--- src/rtl/digit_scan_scheduler.sv ---
// Eight-digit multiplexed display scan: one shared BCD decoder, fixed round-robin slots,
// a dead-time guard before each anode turns on, and per-frame snapshotting of the inputs.
module digit_scan_scheduler #(
   parameter int GUARD_CYCLES = 4
) (
   input  logic        clk_in,
   input  logic        reset,
   input  logic        tick,
   input  logic [31:0] digits,
   input  logic [7:0]  digit_en,
   input  logic        blank_lz,
   output logic [7:0]  AN,
   output logic [3:0]  bcd_out,
   output logic [2:0]  digit_idx,
   output logic        frame_done
);

   localparam int CNT_W = (GUARD_CYCLES > 1) ? $clog2(GUARD_CYCLES) : 1;
   localparam logic [CNT_W-1:0] CNT_LAST = CNT_W'((GUARD_CYCLES > 0) ? GUARD_CYCLES - 1 : 0);

   typedef enum logic [1:0] {IDLE, GUARD, ON} state_t;

   state_t           state;
   state_t           state_nxt;
   logic [CNT_W-1:0] guard_cnt;
   logic [31:0]      snap_digits;
   logic [7:0]       snap_en;
   logic             snap_blz;

   logic             advance;
   logic [2:0]       idx_nxt;
   logic             load_snap;
   logic             guard_done;
   logic [7:0]       zero_from;
   logic [7:0]       visible;

   // Ticks are only honoured in IDLE and ON; GUARD drops them.
   assign advance    = tick && ((state == IDLE) || (state == ON));
   assign idx_nxt    = (state == IDLE) ? 3'd0 : digit_idx + 3'd1;
   assign load_snap  = advance && (idx_nxt == 3'd0);
   assign guard_done = (state == GUARD) && (guard_cnt == CNT_LAST);

   always_ff @(posedge clk_in) begin
      if (reset) begin
         state <= IDLE;
      end else begin
         state <= state_nxt;
      end
   end

   always_comb begin
      state_nxt = state;
      case (state)
         IDLE, ON: begin
            if (tick) begin
               state_nxt = (GUARD_CYCLES == 0) ? ON : GUARD;
            end
         end
         GUARD: begin
            if (guard_done) begin
               state_nxt = ON;
            end
         end
         default: state_nxt = IDLE;
      endcase
   end

   always_ff @(posedge clk_in) begin
      if (reset) begin
         digit_idx   <= 3'd0;
         bcd_out     <= 4'h0;
         frame_done  <= 1'b0;
         guard_cnt   <= '0;
         snap_digits <= 32'h0;
         snap_en     <= 8'h0;
         snap_blz    <= 1'b0;
      end else begin
         frame_done <= advance && (state == ON) && (digit_idx == 3'd7);
         if (advance) begin
            digit_idx <= idx_nxt;
            guard_cnt <= '0;
            // Slot 0 shows the freshly captured value, not the stale snapshot.
            bcd_out   <= load_snap ? digits[{idx_nxt, 2'b00} +: 4]
                                   : snap_digits[{idx_nxt, 2'b00} +: 4];
         end else if ((state == GUARD) && !guard_done) begin
            guard_cnt <= guard_cnt + 1'b1;
         end
         if (load_snap) begin
            snap_digits <= digits;
            snap_en     <= digit_en;
            snap_blz    <= blank_lz;
         end
      end
   end

   // zero_from[i] is set when snapshot nibbles i..7 are all zero.
   always_comb begin
      logic above;
      above     = 1'b1;
      zero_from = 8'h00;
      visible   = 8'h00;
      for (int i = 7; i >= 0; i--) begin
         above        = above && (snap_digits[4*i +: 4] == 4'h0);
         zero_from[i] = above;
      end
      for (int i = 0; i < 8; i++) begin
         visible[i] = snap_en[i] && !(snap_blz && (i != 0) && zero_from[i]);
      end
   end

   always_comb begin
      AN = 8'hFF;
      if ((state == ON) && visible[digit_idx]) begin
         AN[digit_idx] = 1'b0;
      end
   end

endmodule

--- config.mk ---
export PLATFORM = sky130hd
export DESIGN_NAME = digit_scan_scheduler
export DESIGN_NICKNAME = d
export VERILOG_FILES = /design/src/rtl/digit_scan_scheduler.sv
export SDC_FILE = /design/constraint.sdc
export NUM_CORES = 1
export LEC_CHECK = 0
export ABC_AREA = 1
export CAP_MARGIN = 20
export CORE_AREA = 10 10 79 108
export DETAILED_ROUTE_END_ITERATION = 16
export DIE_AREA = 0 0 89 118
export PLACE_DENSITY = 0.7
export SLEW_MARGIN = 20
export SYNTH_ARGS = -nofsm -noshare
export SYNTH_HDL_FRONTEND = slang
export SYNTH_SLANG_ARGS = --single-unit
--- constraint.sdc ---
create_clock -name clk_in -period 4.9 [get_ports clk_in]
set_input_delay 0.735 -clock clk_in [delete_from_list [all_inputs] [get_ports clk_in]]
set_output_delay 0.735 -clock clk_in [all_outputs]
set_load 0.01 [all_outputs]
Yosys cells after proc, flatten, opt, wreduce, memory -nomap -nowiden. Index checks and enable logic that the tools add are counted.

Bits in writable memories: 0. Bits in latches: 0. Memories: 0. Bits of input ports: 44. Bits in read-only memories: 0. Register bits: 53.

$mul: 0. Bitwise gates (word level): 1. Shift operators: 2. Add/sub/neg operators: 2. Eq/ne operators: 6. Reductions and logical operators: 49. Order comparisons: 2. Divide/modulo/power cells: 0. Multiplexer cells: 10.

Operators with widths (count): $shiftx A32 B6 Y4 (2); $logic_and A1 B1 Y1 (28); $logic_not A4 Y1 (7); $logic_not A1 Y1 (8); $mux W8 (1); $not A8 Y8 (1); $eq A2 B2 Y1 const B (2); $lt A3 B4 Y1 const B (1); $mux W2 (2); $mux W4 (1); $ne A2 B2 Y1 const B (2); $pmux W2 S2 (1); $reduce_or A2 Y1 (2); $add A3 B1 Y3 const B (1); $bmux W1 S3 (1); $demux W1 S3 (1); $eq A3 B3 Y1 const B (1); $ge A3 B1 Y1 const B (1); $logic_not A3 Y1 (1); $mux W3 (1); $add A2 B1 Y2 const B (1); $eq A2 B1 Y1 const B (1); $logic_not A2 Y1 (1); $mux W1 (2); other kinds (2) (2).

Logic depth before layout (Yosys ltp). Gate-level depths: netlist of run 1.

Word-level depth: 14. Mapped depth: 15. Mapped depth without buffers: 14.

Worst setup path after synthesis of run 1. Ideal clock, no wire load.

Kind: reg-to-output. Start: reg digit_idx[0]. End: out AN[0]. Stages on the path, launching flop included: 8. Slack: 2.731 ns. Data arrival time: 1.434 ns. Path buffers: 1. Required time: 4.165 ns. Path through: dfxtp_1 > inv_2 > buf_2 > nand2_1 > o21ai_0 > nand2_1 > a21oi_1 > nand4_1.

Cells in the longest elaborated chain, start to end: 6. Elaborated cells between the ends (all ways): 10. Classes of those cells: order compare (2); mux (5); bitwise (1); reduce/logical (2).

RTL lines: start: declaration (RTL line 14) `output logic [2:0] digit_idx,`; start signal: assignment (RTL line 80) `digit_idx <= idx_nxt;`; $lt A3 B4 Y1 (not written as such) or $ge A3 B1 Y1 (tied branches) (RTL line 114) `AN[digit_idx] = 1'b0;`; $logic_and A1 B1 Y1 (not written as such) (RTL line 114); $mux W1 (not written as such) (RTL line 114); $demux W1 S3 (RTL line 114); $not A8 Y8 (no line); $mux W8 (*) (RTL line 113) `if ((state == ON) && visible[digit_idx]) begin`; end: declaration (RTL line 12) `output logic [7:0] AN,`.

Every way passes the cells marked *; elsewhere a longest branch is shown, timed or not. The select of a mux whose other input is x is not followed.

Final worst setup path of run 1.
Start: reg digit_idx[0]. End: reg bcd_out[0].

Cells in the longest elaborated chain, start to end: 5. Elaborated cells between the ends (all ways): 7. Classes of those cells: add/sub (1); shift (2); mux (2); reduce/logical (2).

RTL lines: $add A3 B1 Y3 (*) (RTL line 39) `assign idx_nxt = (state == IDLE) ? 3'd0 : digit_idx + 3'd1;`; $mux W3 (*) (RTL line 39); branches (longest 2 deep; another with $shiftx A32 B6 Y4); $mux W4 (*) (RTL line 83) `bcd_out <= load_snap ? digits[{idx_nxt, 2'b00} +: 4]`; end signal: assignment (RTL line 83); end: declaration (RTL line 13) `output logic [3:0] bcd_out,`.

Mark *: on every way between the ends. A chain may end at the register's enable or synchronous reset.

==> results of run 1 <==
## area by class of cell
class,count,area [um2]
fill,640,2980
multi-input combinational,302,1500
sequential,53,1060
timing repair buffer,61,606
inverter,53,199
tap,74,92.6
clock buffer,7,86.3
## power breakdown
part / switching (uW) / leakage, uW / internal, uW
sequential: 20.4 / 0.000435 / 465
combinational: 146 / 0.00108 / 100
clock: 138 / 0.0000443 / 113
total: 304 / 0.00156 / 677
## per-stage QoR
| step | area (um2) | instances | total power, uW | utilization [%] | worst slack [ns] |
|---|---|---|---|---|---|
| floorplan | 2860 | 426 | 660 | - | 2.73 |
| global placement | 3460 | 543 | 738 | 53.0 | 1.58 |
| detailed placement | 3460 | 543 | 742 | 53.0 | 1.53 |
| CTS | 3540 | 550 | 988 | 54.3 | 1.50 |
| global route | 3540 | 550 | 1040 | 54.3 | 1.11 |
| finish | 3540 | 550 | 982 | 54.3 | 1.50 |
## flip-flops by register name, summed over array words and instances (netlist names)
register     flops
snap_blz         1
state            2
snap_digits     32
snap_en          8
guard_cnt        2
frame_done       1
bcd_out          4
digit_idx        3
## synth_stat cells
master    count
o22ai_1       2
o21bai_1      2
nor3_1        2
a211oi_1      1
ha_1          3
clkinv_1      1
inv_1        43
o21ai_2       1
nor2_8        1
o21ai_0      10
a21oi_1      24
buf_6         2
nand2_1     104
a31oi_1       1
nor2_4        2
buf_4         1
dfxtp_1      53
nand3_2      14
nor2_1       52
buf_8         1
nor2_2        1
nand3_1      60
nand4_1      10
inv_2         9
buf_2         9
or2_2         1
nor4_1        2
nand2_2       1
nand3b_1      8
clkbuf_1      5
## how the worst max path moves through the flow
stage                                   start                      end  slack [ns]  depth (start not counted)
floorplan           digit_idx[0]$_SDFFE_PP0P_                    AN[0]        2.73                          7
global placement    digit_idx[0]$_SDFFE_PP0P_  bcd_out[0]$_SDFFE_PP0P_        1.58                         13
detailed placement  digit_idx[0]$_SDFFE_PP0P_  bcd_out[1]$_SDFFE_PP0P_        1.53                         12
CTS                 digit_idx[0]$_SDFFE_PP0P_  bcd_out[1]$_SDFFE_PP0P_        1.50                         12
global route        digit_idx[0]$_SDFFE_PP0P_  bcd_out[0]$_SDFFE_PP0P_        1.11                         13
finish              digit_idx[0]$_SDFFE_PP0P_  bcd_out[0]$_SDFFE_PP0P_        1.50                         13
## worst min-delay path: cells and delay by family (launching register included)
kind            cells  cell delay [ns]
simple gates        1             0.06
compound gates      1             0.05
flops               1             0.32
## metal layers
layer	up-vias	global-route usage [%]
met4	0	5.79
met5	-	0
met2	90	25.7
met1	1252	17.6
li1	1478	-
met3	16	3.74
## cell usage in the layout (no fill, tap or decap), drive strengths merged
cell type	instances
nand2	105
nand3	74
clkdlybuf4s50	59
nor2	56
dfxtp	53
inv	52
a21oi	24
o21ai	11
nand4	10
nand3b	8
clkbuf	7
ha	3
nor3	2
nor4	2
o21bai	2
o22ai	2
buf	2
a31oi	1
clkinv	1
or2	1
a211oi	1
## logic make-up after synthesis
logic type	count (synthesis)	synth area share [%]
AO/OA/AOI/OAI	41	7.70
adder cells (fa/ha/maj)	3	1.31
buffers and inverters	71	10.8
flip-flops	53	37.1
AND/OR/NAND/NOR	258	43.1
==> metrics, run 1 <==
status=finished clean; setup_tns=0 ns; CP Class=flop to flop; most used cell, CP=nand2_1; critical path launch point type=flop; WL met3=482 um; fin. max-slew vios=0; RSZ-0062 raised after global routing=no; number of synthesized register bits=between 50 and 60; CORE AREA=approximately 6500 um2; CP Capture Type=flop; drt via density=5.16; P_leak=~0.0016 uW; wl on met1=~3300 um; min Tclk post-route=3.40 ns; pwr dens=around 280 nW/um2; R2R Path Start=digit_idx[0]$_SDFFE_PP0P_; syn_nets=between 400 and 500; initial antenna violation count=0; path type of the worst min-delay path=flop to flop; skew final=between 0.01 and 0.015 ns; TritonCTS Sinks=53; CP delay by family, top=simple AND/OR/NAND/NOR gates; Hold WS=between 0.4 and 0.5 ns; final setup fails=0; Worst Path Required=approximately 5.2 ns; Post-route DRC=0; TritonCTS clock tree=done; fmax=294 MHz; wire length per cell=14.3 um; clock slew at reported path FFs=0.10 ns; CTS Buf Count=5; H-tree Lvls=2; CP arrival=3.66 ns; total length of routed met2 wires=around 3900 um; post-synthesis cell type with the largest combined area=dfxtp_1; final hold vios=0; vias in the first global route=roughly 2700; first-pass GRT wire length=~13000 um; Routed WL=roughly 7800 um; Die H=118 um; Clock Latency Late Sink=0.30 ns; I/O pin total=60; Hold Startpoint=guard_cnt[1]$_SDFFE_PP0P_; Seq/Total Area, Yosys=between 30% and 40%; yosys warns=0; DP Wirelength=between 5000 and 6000 um; Post-CTS Setup Repair Bufs=0; Root Buffer=clkbuf_8; worst reg2reg path depth=13; total grt overflow=0; Post-Synthesis Cells=about 430; hold depth=2; library cells used by synthesis=30; via count=between 2000 and 3000; CP peak stage delay=roughly 0.74 ns; worst vdd ir=~160 uV; mean post-synth cell area=approximately 6.7 um2; uppermost routed layer=met4; share of cells above drive strength 1=~8.0%; Worst-Margin Slew=around 0.8 ns; Crit Path Max Fanout=between 40 and 50; # diodes=0; Port-buffer cells=59; post-CTS sizing=0; # nets final=around 520; Clock Tree Buf Depth=2; FF-to-FF setup slack=about 1.5 ns; Initial Util=43.8%; Synth top area share=a little under two fifths; number of max-cap violations=0; Area contributors post-synth=dfxtp_1 37%, nand2_1 14%, nand3_1 11%, nor2_1 6.8%, inv_1 5.6%; remaining antenna violation count=0; die area=roughly 11000 um2; All-Layer GR Usage=roughly 15%; synthesized area=2860 um2; Slowest cell on crit path=dfxtp_1; Buf+Inv Stages, Crit Path=3; Die X=just under 90 um; r2r endpoint=bcd_out[0]$_SDFFE_PP0P_; WHS Endpoint=guard_cnt[1]$_SDFFE_PP0P_; pin count of the biggest net entering global routing=43; TritonRoute pass-1 iters=4; Area Overhead vs Synth=23.9%; GP Congestion=around 0.86; Slew HR=45.5%; CP Cell Sequence=ha_1 -> o21ai_4 -> buf_4 -> nand3_2 -> nand2_1 -> nand3_1 -> nand2_1 -> inv_2 -> nand2_1 -> nand2_1 -> nand3_1 -> nand2_1 -> inv_1; std cell rows=35; hold-fix buffer count after cts=0; Tcrit/Tclk final=69.4%; DRT iter0 DRCs=just over 200
Power figures use the tool's default switching activity.
==> run 2: changes to the inputs <==
clock period = 3.3 ns   (was 4.9 ns; I/O delays follow)
==> metrics, run 2 (same netlist as run 1, synthesis figures left out) <==
Top reg by flops=snap_digits; clock slew at reported path FFs=0.09 ns (about the same); Largest regs=snap_digits (32), snap_en (8), bcd_out (4); final setup fails=0 (unchanged); pwr dens=409 nW/um2 (+48%); All-Layer GR Usage=15.5% (+0.29 points); TritonCTS Sinks=53 (unchanged); Die H=118 um (unchanged); pin count of the biggest net entering global routing=41 (-4.7%); Clock Latency Late Sink=0.30 ns (about the same); number of max-cap violations=0 (unchanged); initial antenna violation count=0 (unchanged); drt via density=5.13 (-0.60%); CP delay by family, top=simple AND/OR/NAND/NOR gates; post-route cell area=3550 um2 (+0.32%); Port-buffer cells=59 (unchanged); Buf+Inv Stages, Crit Path=1 (-2); CORE AREA=6530 um2 (unchanged); min Tclk post-route=roughly 3.0 ns; H-tree Lvls=2 (unchanged); TritonRoute pass-1 iters=5 (+1); hold-fix buffer count after cts=0 (unchanged); final hold vios=0 (unchanged); Clock Tree Buf Depth=2 (unchanged); CP Capture Type=output pin; final core occ=54.5% (+0.17 points); most frequent cells in the layout=104 x nand2_1, 60 x nand3_1, 59 x clkdlybuf4s50_1, 53 x dfxtp_1, 52 x nor2_1; Slowest cell on crit path=nor4_1; Worst Path Required=2.80 ns (-2.36 ns); CP arrival=2.49 ns (-1.17 ns); vias in the first global route=2851 (+4.4%); std cell rows=35 (unchanged); GP Congestion=0.825 (-4.2%); path type of the worst min-delay path=flop to flop; DP Wirelength=5930 um (+1.6%); Crit Path Max Fanout=8 (-81%); setup_tns=0 ns (unchanged); critical path launch point type=flop; fin. max-slew vios=0 (unchanged); total grt overflow=0 (unchanged); CP Class=flop to output pin; Slew HR=52.4% (+6.9 points); P_leak=0.00156 uW (+0.26%); CP peak stage delay=0.64 ns (-0.10 ns); Tcrit/Tclk final=a little over 90%; Placed Area=3460 um2 (+0.22%); fmax=335 MHz; wire length per cell=14.1 um (-1.1%); CP Cell Sequence=nor4_1 -> nand3_1 -> o21bai_1 -> nand2_1 -> nand4_1 -> clkdlybuf4s50_1; RSZ-0062 raised after global routing=no; via count=2824 (-0.42%); share of cells above drive strength 1=8.39% (+0.40 points); Initial Util=43.8% (unchanged); CTS Buf Count=5 (unchanged); Worst-Margin Slew=0.708 ns (-0.109 ns); die area=10500 um2 (unchanged); remaining antenna violation count=0 (unchanged); status=finished clean; worst vdd ir=269 uV (+67%); I/O pin total=60 (unchanged); Root Buffer=clkbuf_8; max FFs per register=32 (unchanged); first-pass GRT wire length=13200 um (+1.9%); TritonCTS clock tree=done; Area Overhead vs Synth=24.3%; most common cell after layout, fill and taps aside=nand2_1; Die X=89 um (unchanged); DRT iter0 DRCs=188 (-6.9%); # diodes=0 (unchanged); Routed WL=7770 um (-0.92%); # nets final=524 (+0.19%); Post-route DRC=0 (unchanged); skew final=0.00537 ns (-0.00495 ns); Post-CTS Setup Repair Bufs=0 (unchanged)
run 2: cell types whose count changed in the layout (fill, tap and decap cells not counted), sizes merged:
cell | before | now
buf | 2 | 3
run 2: per-stage QoR:
stage	cells	hold slack (ns)	worst slack, ns	total power [uW]
final	551	0.472	0.314	1450
after global placement	544	0.454	0.609	1100
after floorplan	426	0.444	1.37	980
after detailed placement	544	0.464	0.550	1100
after CTS	551	0.478	0.203	1470
after global routing	551	0.514	0.0439	1550
run 2: layer usage:
layer | up-vias | track usage (%) | part of all wire, % | wire length [um]
met1 | 1271 | 17.4 | 42 | 3240
met2 | 65 | 26.2 | 50 | 3880
met5 | - | 0 | 0 | 0
met3 | 14 | 4.36 | 6.1 | 473
li1 | 1474 | - | - | -
met4 | 0 | 6.19 | 2.4 | 186
run 2: where the power goes:
| part | internal [uW] | switching, uW |
|---|---|---|
| Sequential | 690 | 28.5 |
| Combinational | 150 | 219 |
| Clock | 167 | 201 |
run 2: final timing paths:
kind	start	endpoint	slack [ns]	cells after the start
setup / recovery	snap_digits[12]$_SDFFE_PP0P_	AN[7]	0.31	6
hold / removal	guard_cnt[1]$_SDFFE_PP0P_	guard_cnt[1]$_SDFFE_PP0P_	0.47	2
setup reg to reg	digit_idx[0]$_SDFFE_PP0P_	bcd_out[2]$_SDFFE_PP0P_	0.59	14
hold reg to reg	guard_cnt[1]$_SDFFE_PP0P_	guard_cnt[1]$_SDFFE_PP0P_	0.47	2
run 2: worst register-to-register path, delay by kind of cell, from the launching register on:
family	cells	cell delay (ns)
flip-flops	1	0.78
adder cells (fa/ha/maj)	2	0.50
AND/OR/NAND/NOR	9	1.14
buffers and inverters	3	0.20
run 2: layout make-up:
cell class	count	area [um2]
sequential	53	1060
clock buffer	7	86.3
multi-input combinational	302	1500
inverter	53	199
fill	642	2970
timing repair buffer	62	613
tap	74	92.6
run 2: what timing repair did:
item                                    in CTS  in global routing
gates resized for setup                      0                  1
endpoints found under the hold margin        0                  0
endpoints found under the setup margin       0                  8
==> run 3: changes to the inputs <==
MAX_ROUTING_LAYER = met4   (was unset)
==> metrics, run 3 (same netlist as run 1, synthesis figures left out) <==
status=finished clean; Worst Path Required=2.80 ns (about the same); I/O pin total=60 (unchanged); Comb pwr share=25.4% (about the same); PnR worst setup slack=0.301 ns (-0.0123 ns); setup_tns=0 ns (unchanged); worst vdd ir=268 uV (-0.17%); path type of the worst min-delay path=flop to flop; TritonRoute pass-1 iters=4 (-1); end of the critical path=AN[7]; most common cell after layout, fill and taps aside=nand2_1; # diodes=0 (unchanged); Worst-Margin Slew=0.726 ns (+0.0184 ns); CTS Buf Count=5 (unchanged); Clock Latency Late Sink=0.30 ns (about the same); std cell rows=35 (unchanged); GP Congestion=0.838 (+1.5%); CP arrival=2.50 ns (about the same); critical path launch point type=flop; hold-fix buffer count after cts=0 (unchanged); CP Launch Point=snap_digits[12]$_SDFFE_PP0P_; total grt overflow=0 (unchanged); Top reg by flops=snap_digits; post-CTS sizing=0 (unchanged); skew final=0.00411 ns (-0.00126 ns); Die H=118 um (unchanged); Pint=1010 uW (about the same); Post-route DRC=0 (unchanged); TritonCTS Sinks=53 (unchanged); drt via density=5.14 (+0.28%); Hold Startpoint=guard_cnt[1]$_SDFFE_PP0P_; CP Cell Sequence=nor4_1 -> nand3_1 -> o21bai_1 -> nand2_1 -> nand4_1 -> clkdlybuf4s50_1; via count=2832 (+0.28%); most frequent cells in the layout=104 x nand2_1, 60 x nand3_1, 59 x clkdlybuf4s50_1, 53 x dfxtp_1, 52 x nor2_1; RSZ-0062 raised after global routing=no; fmax=333 MHz (-0.41%); Die X=89 um (unchanged); first-pass GRT wire length=13200 um (-0.21%); initial antenna violation count=0 (unchanged); DRT iter0 DRCs=204 (+8.5%); CORE AREA=6530 um2 (unchanged); share of cells above drive strength 1=8.39% (unchanged); Root Buffer=clkbuf_8; pwr dens=409 nW/um2 (about the same); Clock power frac=25.3% (about the same); Tcrit/Tclk final=90.9% (+0.37 points); pin count of the biggest net entering global routing=41 (unchanged); Routed WL=7790 um (+0.24%); FILL cells=642 (unchanged); Slowest cell on crit path=nor4_1; TritonCTS clock tree=done; Crit Path Max Fanout=8 (unchanged); CP peak stage delay=0.65 ns (about the same); P_leak=0.00156 uW (unchanged); CP Capture Type=output pin; Initial Util=43.8% (unchanged); Port-buffer cells=59 (unchanged); Largest regs=snap_digits (32), snap_en (8), bcd_out (4); Sw Pwr=448 uW (about the same); wire length per cell=14.1 um (+0.24%); H-tree Lvls=2 (unchanged); final setup fails=0 (unchanged); # nets final=524 (unchanged); Slew HR=51.1% (-1.2 points); Area Overhead vs Synth=24.3% (unchanged); Post-CTS Setup Repair Bufs=0 (unchanged); post-place setup slack=0.550 ns (unchanged); fin. max-slew vios=0 (unchanged); clock slew at reported path FFs=0.09 ns (about the same); min Tclk post-route=3.00 ns (+0.0123 ns); switching share of total power=30.8% (about the same); total stage count of the critical path=6 (unchanged); FF-to-FF setup slack=0.59 ns (about the same); Buf+Inv Stages, Crit Path=1 (unchanged); number of max-cap violations=0 (unchanged); worst reg2reg path depth=14 (unchanged); r2r endpoint=bcd_out[2]$_SDFFE_PP0P_; vias in the first global route=2842 (-0.32%); CP Class=flop to output pin; Clock Tree Buf Depth=2 (unchanged); DP Wirelength=5930 um (unchanged); remaining antenna violation count=0 (unchanged); sequential share of power=49.4% (about the same); R2R Path Start=digit_idx[0]$_SDFFE_PP0P_; All-Layer GR Usage=15.9% (+0.42 points); final hold vios=0 (unchanged); max FFs per register=32 (unchanged); die area=10500 um2 (unchanged); CP delay by family, top=simple AND/OR/NAND/NOR gates
## run 3: cell counts in the layout (fill, tap and decap cells not counted)
Identical to the previous run, type by type.
## run 3: worst register-to-register path, cell delays in order (launching register included)
cell and delay (ns):
dfxtp_1 0.78, ha_1 0.26, ha_1 0.24, inv_1 0.10, nor2_4 0.06, nor2_8 0.44
nand3_1 0.22, nand3_1 0.13, nand2_1 0.06, inv_1 0.05, nand2_1 0.05, nand2_1 0.05
nand3_1 0.07, nand2_1 0.06, inv_1 0.05
## run 3: worst min path at each step
stage / endpoint / cells after the start
after global placement: guard_cnt[1]$_SDFFE_PP0P_ / 2
after detailed placement: guard_cnt[1]$_SDFFE_PP0P_ / 2
after global routing: guard_cnt[1]$_SDFFE_PP0P_ / 2
final: guard_cnt[1]$_SDFFE_PP0P_ / 2
after CTS: guard_cnt[1]$_SDFFE_PP0P_ / 2
after floorplan: guard_cnt[1]$_SDFFE_PP0P_ / 2
## run 3: cell type report
cell class	count	area, um2	area share, %
clock buffer	7	86.3	2.43
tap	74	92.6	2.61
inverter	53	199	5.60
multi-input combinational	302	1500	42.3
sequential	53	1060	29.9
timing repair buffer	62	613	17.3
## run 3: routing by layer
metal | part of all wire, % | global-route usage [%]
met1 | 43 | 17.9
met2 | 50 | 26.1
met3 | 4.7 | 3.81
met4 | 2.6 | 6.19
met5 | 0 | -
## run 3: power by group through the flow
stage | registers [uW] | clock network (uW) | logic [uW]
after floorplan | 727 | 0 | 254
after global placement | 732 | 0 | 364
after detailed placement | 734 | 0 | 369
after CTS | 719 | 376 | 371
after global routing | 725 | 398 | 422
final | 718 | 367 | 369
## run 3: stage by stage
stage               cell area [um2]  instances  power (uW)  hold slack, ns  util (%)
floorplan                      2860        426         980           0.444         -
global placement               3460        544        1100           0.454      53.1
detailed placement             3460        544        1100           0.464      53.1
CTS                            3550        551        1470           0.478      54.4
global route                   3550        551        1550           0.514      54.5
finish                         3550        551        1450           0.472      54.5
